===== config.mk =====
export PLATFORM = sky130hd
export DESIGN_NAME = dvs_event_accumulator
export DESIGN_NICKNAME = d
export VERILOG_FILES = /design/src/rtl/dvs_pkg.sv /design/src/rtl/dvs_event_accumulator.sv
export SDC_FILE = /design/constraint.sdc
export NUM_CORES = 2
export LEC_CHECK = 0
export CAP_MARGIN = 40
export CELL_PAD_IN_SITES_DETAIL_PLACEMENT = 1
export CELL_PAD_IN_SITES_GLOBAL_PLACEMENT = 2
export CORE_MARGIN = 2
export CORE_UTILIZATION = 45
export CTS_BUF_LIST = sky130_fd_sc_hd__clkbuf_8
export DETAILED_ROUTE_END_ITERATION = 16
export PLACE_DENSITY = 0.95
export SYNTH_ARGS = -nofsm -noshare
export SYNTH_HDL_FRONTEND = slang
export SYNTH_SLANG_ARGS = --single-unit

===== constraint.sdc =====
create_clock -name clk_i -period 11.47 [get_ports clk_i]
set_clock_uncertainty 0.1 [all_clocks]
set_input_delay 3.441 -clock clk_i [delete_from_list [all_inputs] [get_ports clk_i]]
set_output_delay 3.441 -clock clk_i [all_outputs]
set_load 0.01 [all_outputs]

===== src/rtl/dvs_pkg.sv =====
// Shared types and helpers for the DVS event accumulator.
//   state_e      : accumulator FSM states
//   ts_t         : 16-bit wrapping event timestamp
//   sat_inc_dec  : +/-1 step on a two's complement count of width cw,
//                  clamped at the most positive and most negative values
package dvs_pkg;

  typedef enum logic [1:0] {
    IDLE  = 2'd0,
    ACCUM = 2'd1,
    DRAIN = 2'd2
  } state_e;

  typedef logic [15:0] ts_t;

  // The count arrives sign-extended to 32 bits; the caller truncates the
  // result back to cw bits, which is lossless because it is clamped.
  function automatic logic signed [31:0] sat_inc_dec(
    input logic signed [31:0] count,
    input logic               polarity,
    input int unsigned        cw
  );
    logic signed [31:0] max_v;
    logic signed [31:0] min_v;
    max_v = (32'sd1 <<< (cw - 1)) - 32'sd1;
    min_v = -(32'sd1 <<< (cw - 1));
    if (polarity) return (count >= max_v) ? max_v : count + 32'sd1;
    else          return (count <= min_v) ? min_v : count - 32'sd1;
  endfunction

endpackage


===== src/rtl/dvs_event_accumulator.sv =====
// Integrates DVS events into a signed saturating per-pixel count frame over a
// timestamp window, then streams the frame out row-major, clearing each pixel
// as it is read.
//
// state | meaning
// IDLE  | frame empty, waiting for the first event of a window
// ACCUM | window open, events applied while inside [ws, ws+WINDOW_P)
// DRAIN | frame streamed out on valid_o/ready_i, input stalled
//
// Ports:
//   clk_i, reset_i                      clock, synchronous active-high reset
//   valid_i/ready_o, x_i, y_i,
//   polarity_i, timestamp_i             event input stream
//   flush_i                             close the open window early
//   valid_o/ready_i, data_o, x_o, y_o,
//   last_o                              frame output stream
module dvs_event_accumulator
  import dvs_pkg::*;
#(
  parameter int WIDTH_P       = 8,
  parameter int HEIGHT_P      = 8,
  parameter int COUNT_WIDTH_P = 8,
  parameter int WINDOW_P      = 1000,
  localparam int XW = $clog2(WIDTH_P),
  localparam int YW = $clog2(HEIGHT_P)
) (
  input  logic                            clk_i,
  input  logic                            reset_i,
  input  logic                            valid_i,
  input  logic [XW-1:0]                   x_i,
  input  logic [YW-1:0]                   y_i,
  input  logic                            polarity_i,
  input  logic [15:0]                     timestamp_i,
  output logic                            ready_o,
  input  logic                            flush_i,
  output logic                            valid_o,
  output logic signed [COUNT_WIDTH_P-1:0] data_o,
  output logic [XW-1:0]                   x_o,
  output logic [YW-1:0]                   y_o,
  output logic                            last_o,
  input  logic                            ready_i
);

  localparam int NUM_PIX = WIDTH_P * HEIGHT_P;
  localparam int IW      = $clog2(NUM_PIX);
  localparam logic [IW-1:0] LAST_IDX = IW'(NUM_PIX - 1);

  state_e                          state_q, state_d;
  logic signed [COUNT_WIDTH_P-1:0] cnt_q [NUM_PIX];
  logic signed [COUNT_WIDTH_P-1:0] cnt_d [NUM_PIX];
  ts_t                             ws_q, ws_d;
  logic                            pend_vld_q, pend_vld_d;
  logic [XW-1:0]                   pend_x_q, pend_x_d;
  logic [YW-1:0]                   pend_y_q, pend_y_d;
  logic                            pend_pol_q, pend_pol_d;
  ts_t                             pend_ts_q, pend_ts_d;
  logic [IW-1:0]                   rd_idx_q, rd_idx_d;

  logic          accept, in_win, pix_hs, in_range;
  ts_t           elapsed;
  logic          apply_en, apply_pol;
  logic [XW-1:0] apply_x;
  logic [YW-1:0] apply_y;
  logic [IW-1:0] apply_idx;

  assign ready_o = (state_q != DRAIN);
  assign accept  = valid_i && ready_o;
  assign elapsed = timestamp_i - ws_q;  // modular, tolerates one wrap
  assign in_win  = ({16'd0, elapsed} < 32'(WINDOW_P));
  assign pix_hs  = (state_q == DRAIN) && ready_i;

  always_comb begin
    state_d    = state_q;
    ws_d       = ws_q;
    pend_vld_d = pend_vld_q;
    pend_x_d   = pend_x_q;
    pend_y_d   = pend_y_q;
    pend_pol_d = pend_pol_q;
    pend_ts_d  = pend_ts_q;
    rd_idx_d   = rd_idx_q;
    apply_en   = 1'b0;
    apply_x    = x_i;
    apply_y    = y_i;
    apply_pol  = polarity_i;
    case (state_q)
      IDLE: begin
        if (accept) begin
          ws_d     = timestamp_i;
          apply_en = 1'b1;
          state_d  = ACCUM;
        end
      end
      ACCUM: begin
        if (accept && !in_win) begin
          // The closing event opens the next window once the frame drains.
          pend_vld_d = 1'b1;
          pend_x_d   = x_i;
          pend_y_d   = y_i;
          pend_pol_d = polarity_i;
          pend_ts_d  = timestamp_i;
          state_d    = DRAIN;
        end else begin
          apply_en = accept;
          if (flush_i) state_d = DRAIN;
        end
      end
      DRAIN: begin
        if (ready_i) begin
          if (rd_idx_q == LAST_IDX) begin
            rd_idx_d = '0;
            if (pend_vld_q) begin
              ws_d       = pend_ts_q;
              apply_en   = 1'b1;
              apply_x    = pend_x_q;
              apply_y    = pend_y_q;
              apply_pol  = pend_pol_q;
              pend_vld_d = 1'b0;
              state_d    = ACCUM;
            end else begin
              state_d = IDLE;
            end
          end else begin
            rd_idx_d = rd_idx_q + 1'b1;
          end
        end
      end
      default: state_d = IDLE;
    endcase
  end

  assign apply_idx = IW'(32'(apply_y) * WIDTH_P + 32'(apply_x));
  assign in_range  = (32'(apply_x) < WIDTH_P) && (32'(apply_y) < HEIGHT_P);

  // Clear happens before apply so a pending event landing on the last pixel
  // starts from zero.
  always_comb begin
    for (int i = 0; i < NUM_PIX; i++) cnt_d[i] = cnt_q[i];
    if (pix_hs) cnt_d[rd_idx_q] = '0;
    if (apply_en && in_range)
      cnt_d[apply_idx] = COUNT_WIDTH_P'(sat_inc_dec(32'(cnt_d[apply_idx]),
                                                    apply_pol, COUNT_WIDTH_P));
  end

  assign valid_o = (state_q == DRAIN);
  assign data_o  = cnt_q[rd_idx_q];
  assign x_o     = XW'(32'(rd_idx_q) % WIDTH_P);
  assign y_o     = YW'(32'(rd_idx_q) / WIDTH_P);
  assign last_o  = valid_o && (rd_idx_q == LAST_IDX);

  always_ff @(posedge clk_i) begin
    if (reset_i) begin
      state_q    <= IDLE;
      ws_q       <= '0;
      pend_vld_q <= 1'b0;
      pend_x_q   <= '0;
      pend_y_q   <= '0;
      pend_pol_q <= 1'b0;
      pend_ts_q  <= '0;
      rd_idx_q   <= '0;
      for (int i = 0; i < NUM_PIX; i++) cnt_q[i] <= '0;
    end else begin
      state_q    <= state_d;
      ws_q       <= ws_d;
      pend_vld_q <= pend_vld_d;
      pend_x_q   <= pend_x_d;
      pend_y_q   <= pend_y_d;
      pend_pol_q <= pend_pol_d;
      pend_ts_q  <= pend_ts_d;
      rd_idx_q   <= rd_idx_d;
      for (int i = 0; i < NUM_PIX; i++) cnt_q[i] <= cnt_d[i];
    end
  end

endmodule


==> results.py <==
metrics = {
    "floorplanning": {
        "die_height_um": 278.0,
        "ios": 45,
        "coreArea_mm2": 0.07432,
        "initial_core_util_pct": 45.46,
        "dieArea_mm2": 0.07728,
        "die_w_um": 278.0,
        "rows": 100,
    },
    "clock_tree": {
        "clockBufferDepth": 3,
        "cts_max_level": 3,
        "clk_pin_slew_worst_paths_ps": 60,
        "cts_setup_buffers": 0,
        "cts_root_buf": "clkbuf_8",
        "clock_latency_ps": 790,
        "cts_tree": "done",
        "postCtsHoldBufs": 0,
        "numCtsBuffers": 102,
        "cts_resized": 0,
        "clock-sinks": 566,
    },
    "worst_setup_path": {
        "endpoint": "cnt_q[40][3]",
        "crit_start": "ready_i",
        "cp.required_ps": 12020,
        "path_class": "in -> reg",
        "critPathMaxFanout": 64,
        "reg2regPathDepth": 14,
        "cp_slowest_cell": "o41ai_1",
        "reg2reg_from": "rd_idx_q[1]",
        "cp_common_cell": "buf_4",
        "crit_buf_inv": 4,
        "cp-end-kind": "flip-flop",
        "crit_chain": "clkdlybuf4s50_1 -> buf_4 -> nand4b_4 -> o31ai_4 -> nand2_1 -> buf_4 -> a32o_1 -> o41ai_1 -> o2111ai_1 -> or3_1 -> and3_4 -> a2111oi_4 -> buf_12 -> nor2_1 -> a221oi_2",
        "crit_cells": 15,
        "critPathMaxStageDelay_ps": 1000,
        "ff2ff_setup_slack_ps": 3750,
        "cp_top_family": "compound AO/OA/AOI/OAI gates",
        "worstPathArrival_ps": 10520,
        "cp-start-kind": "input port",
        "worstReg2RegEnd": "cnt_q[40][3]",
    },
    "logic_synthesis": {
        "synth.largest_area_cell": "dfxtp_1",
        "yosysSeqAreaShare_pct": 33.54,
        "yosys_warnings": 0,
        "synth_area_per_cell_um2": 9.128,
        "netlist_instances": 3701,
        "ys_ff_latch": 566,
        "synth_edf_count": 0,
        "syn_nets": 3747,
        "synth.distinct_cells": 107,
        "async_reset_ff_share_pct": 0,
        "yosysMostFrequentCell": "dfxtp_1",
        "yosys-top-cells-area": "dfxtp_1 (34%), mux4_2 (11%), a221oi_1 (5.7%)",
        "yosysTopAreaCellShare_pct": 33.54,
        "synthTopCellsByCount": "dfxtp_1 (566), nand2_1 (346), nand3_1 (277), clkbuf_1 (263), nor2_1 (233)",
        "ys.flop_type": "dfxtp_1",
        "syn_area_mm2": 0.03378,
    },
    "sta": {
        "max_slew_margin_pct": 22.92,
        "timing.final.ws_setup_ps": 1501,
        "finalCritPeriodShare_pct": 86.92,
        "min_period_ps": 9969,
        "worst_slew_pin_slew_ps": 1141,
        "rsz0062_at_grt": "no",
        "setup-violations-final": 0,
        "fin_setup_tns_ps": 0,
        "max_freq_mhz": 100.3,
        "hold_viol": 0,
        "maxSlewViolCount": 0,
    },
    "routing": {
        "drc_errors": 0,
        "dr.pass1.iters": 7,
        "routed_wl_um": 181500,
        "ant_nets": 0,
        "drt_iter0_markers": 6802,
        "wl_per_cell_um": 38.07,
        "via_count": 38060,
        "viasPerCell": 7.986,
    },
    "place": {
        "hpwlAfterDp_um": 124000,
        "dp_slack_ps": 1229,
        "placed_cells": 4555,
        "gp_congestion": 1.107,
        "placed_cell_area_mm2": 0.03600,
        "io_buffers": 44,
    },
    "grt": {
        "track_usage_pct": 45.89,
        "use_met3_pct": 23.17,
        "grt_pass1_wl_um": 261700,
        "grt_pass1_vias": 36510,
        "grt_overflow_total": 0,
        "use_met2_pct": 62.44,
        "use_met1_pct": 55.84,
        "grt_busiest_layer": "met2",
        "grt_max_degree": 184,
        "antenna_found_initial": 28,
    },
    "final_layout": {
        "area_growth_pct": 13.20,
        "final_area_mm2": 0.03824,
        "multi_input_area_mm2": 0.02063,
        "instances_no_fill": 4766,
        "fin_nets": 3744,
        "fin_util_pct": 51.46,
        "drive_gt1_share_pct": 20.55,
        "seqCellArea_mm2": 0.01134,
        "fillers": 8507,
    },
    "min_path": {
        "hold_class": "reg -> reg",
    },
    "pwr": {
        "p_per_area_mw_per_mm2": 117.8,
        "peakVddDrop_mv": 0.1051,
        "p_leak_nw": 12.83,
    },
    "flow_run": {
        "drv_cap": 0,
    },
    "status": {
        "status": "finished clean",
    },
}
## kinds of logic (layout without fill, tap and decap cells)
logic type / Yosys count / after routing / synth area share (%)
compound gates: 1241 / 1241 / 29.62
simple gates: 1210 / 1210 / 17.60
flops: 566 / 566 / 33.54
buf+inv: 451 / 526 / 5.992
mux: 206 / 206 / 12.34
fa+ha+maj: 18 / 18 / 0.6667
xor+xnor: 9 / 9 / 0.2333
other cells: 0 / 21 / 0
## area by class of cell
class,instances,area share [%]
diodes,21,0.1374
repair buffers,303,7.129
inverters,41,0.4024
clock buffers,131,4.714
flip-flops and latches,566,29.65
clock inverters,51,0.8473
multi-input cells,2684,53.95
well taps,969,3.170
## placed cells by master, fill, tap and decap left out, types with 19 or more instances in the layout
cell type,instances
dfxtp_1,562
nand2_1,344
nand3_1,277
nor2_1,230
a221oi_1,218
buf_4,211
o211ai_1,181
mux4_2,168
a21oi_1,160
o31ai_1,146
clkbuf_8,131
nor3_1,100
inv_1,72
o21ai_0,70
nand4_1,53
a211oi_1,53
a221oi_2,51
clkdlybuf4s50_1,43
or2_2,41
mux2i_1,33
a32o_1,31
o41ai_1,30
a311oi_1,30
and3_1,25
o2111ai_1,25
o22ai_1,23
diode_2,21
a32oi_1,19
## metrics by stage
step	total power, W	hold WS (ps)
after floorplan	0.002286	349.7
after global placement	0.002461	361.2
after detailed placement	0.002476	373.5
after CTS	0.004470	381.0
after global routing	0.004594	407.8
final	0.004506	378.6
## report_power, final
| part | leakage (nW) | switching (W) | internal (W) |
|---|---|---|---|
| logic | 7.05 | 0.000335 | 0.000123 |
| registers | 4.57 | 0.0000220 | 0.00199 |
| clock network | 1.21 | 0.000950 | 0.00109 |
## layer usage
layer	up-vias	share of wire [%]
met1	18570	35
met5	-	0.24
met3	1143	16
li1	14810	-
met2	3509	39
met4	30	9.0
## state kept, by name, summed over array words and instances (netlist names), named ones only
register / cells
pend_y_q: 3
pend_pol_q: 1
ws_q: 16
pend_x_q: 3
pend_ts_q: 16
state_q: 2
pend_vld_q: 1
rd_idx_q: 6
cnt_q: 512
## worst min-delay path, cell delays in order, from the launching register on
cell,delay (ps)
dfxtp_1,310
nand2_1,50
a311oi_1,70
## worst min-delay path by stage
stage / from / to / slack (ps) / cells past startpoint
after detailed placement: pend_ts_q[13] / ws_q[13] / 370 / 2
after global placement: pend_ts_q[14] / ws_q[14] / 360 / 2
after floorplan: cnt_q[38][7] / cnt_q[38][7] / 350 / 2
after global routing: pend_ts_q[12] / ws_q[12] / 410 / 2
after CTS: pend_ts_q[5] / ws_q[5] / 380 / 2
final: pend_ts_q[5] / ws_q[5] / 380 / 2
Power figures use the tool's default switching activity.
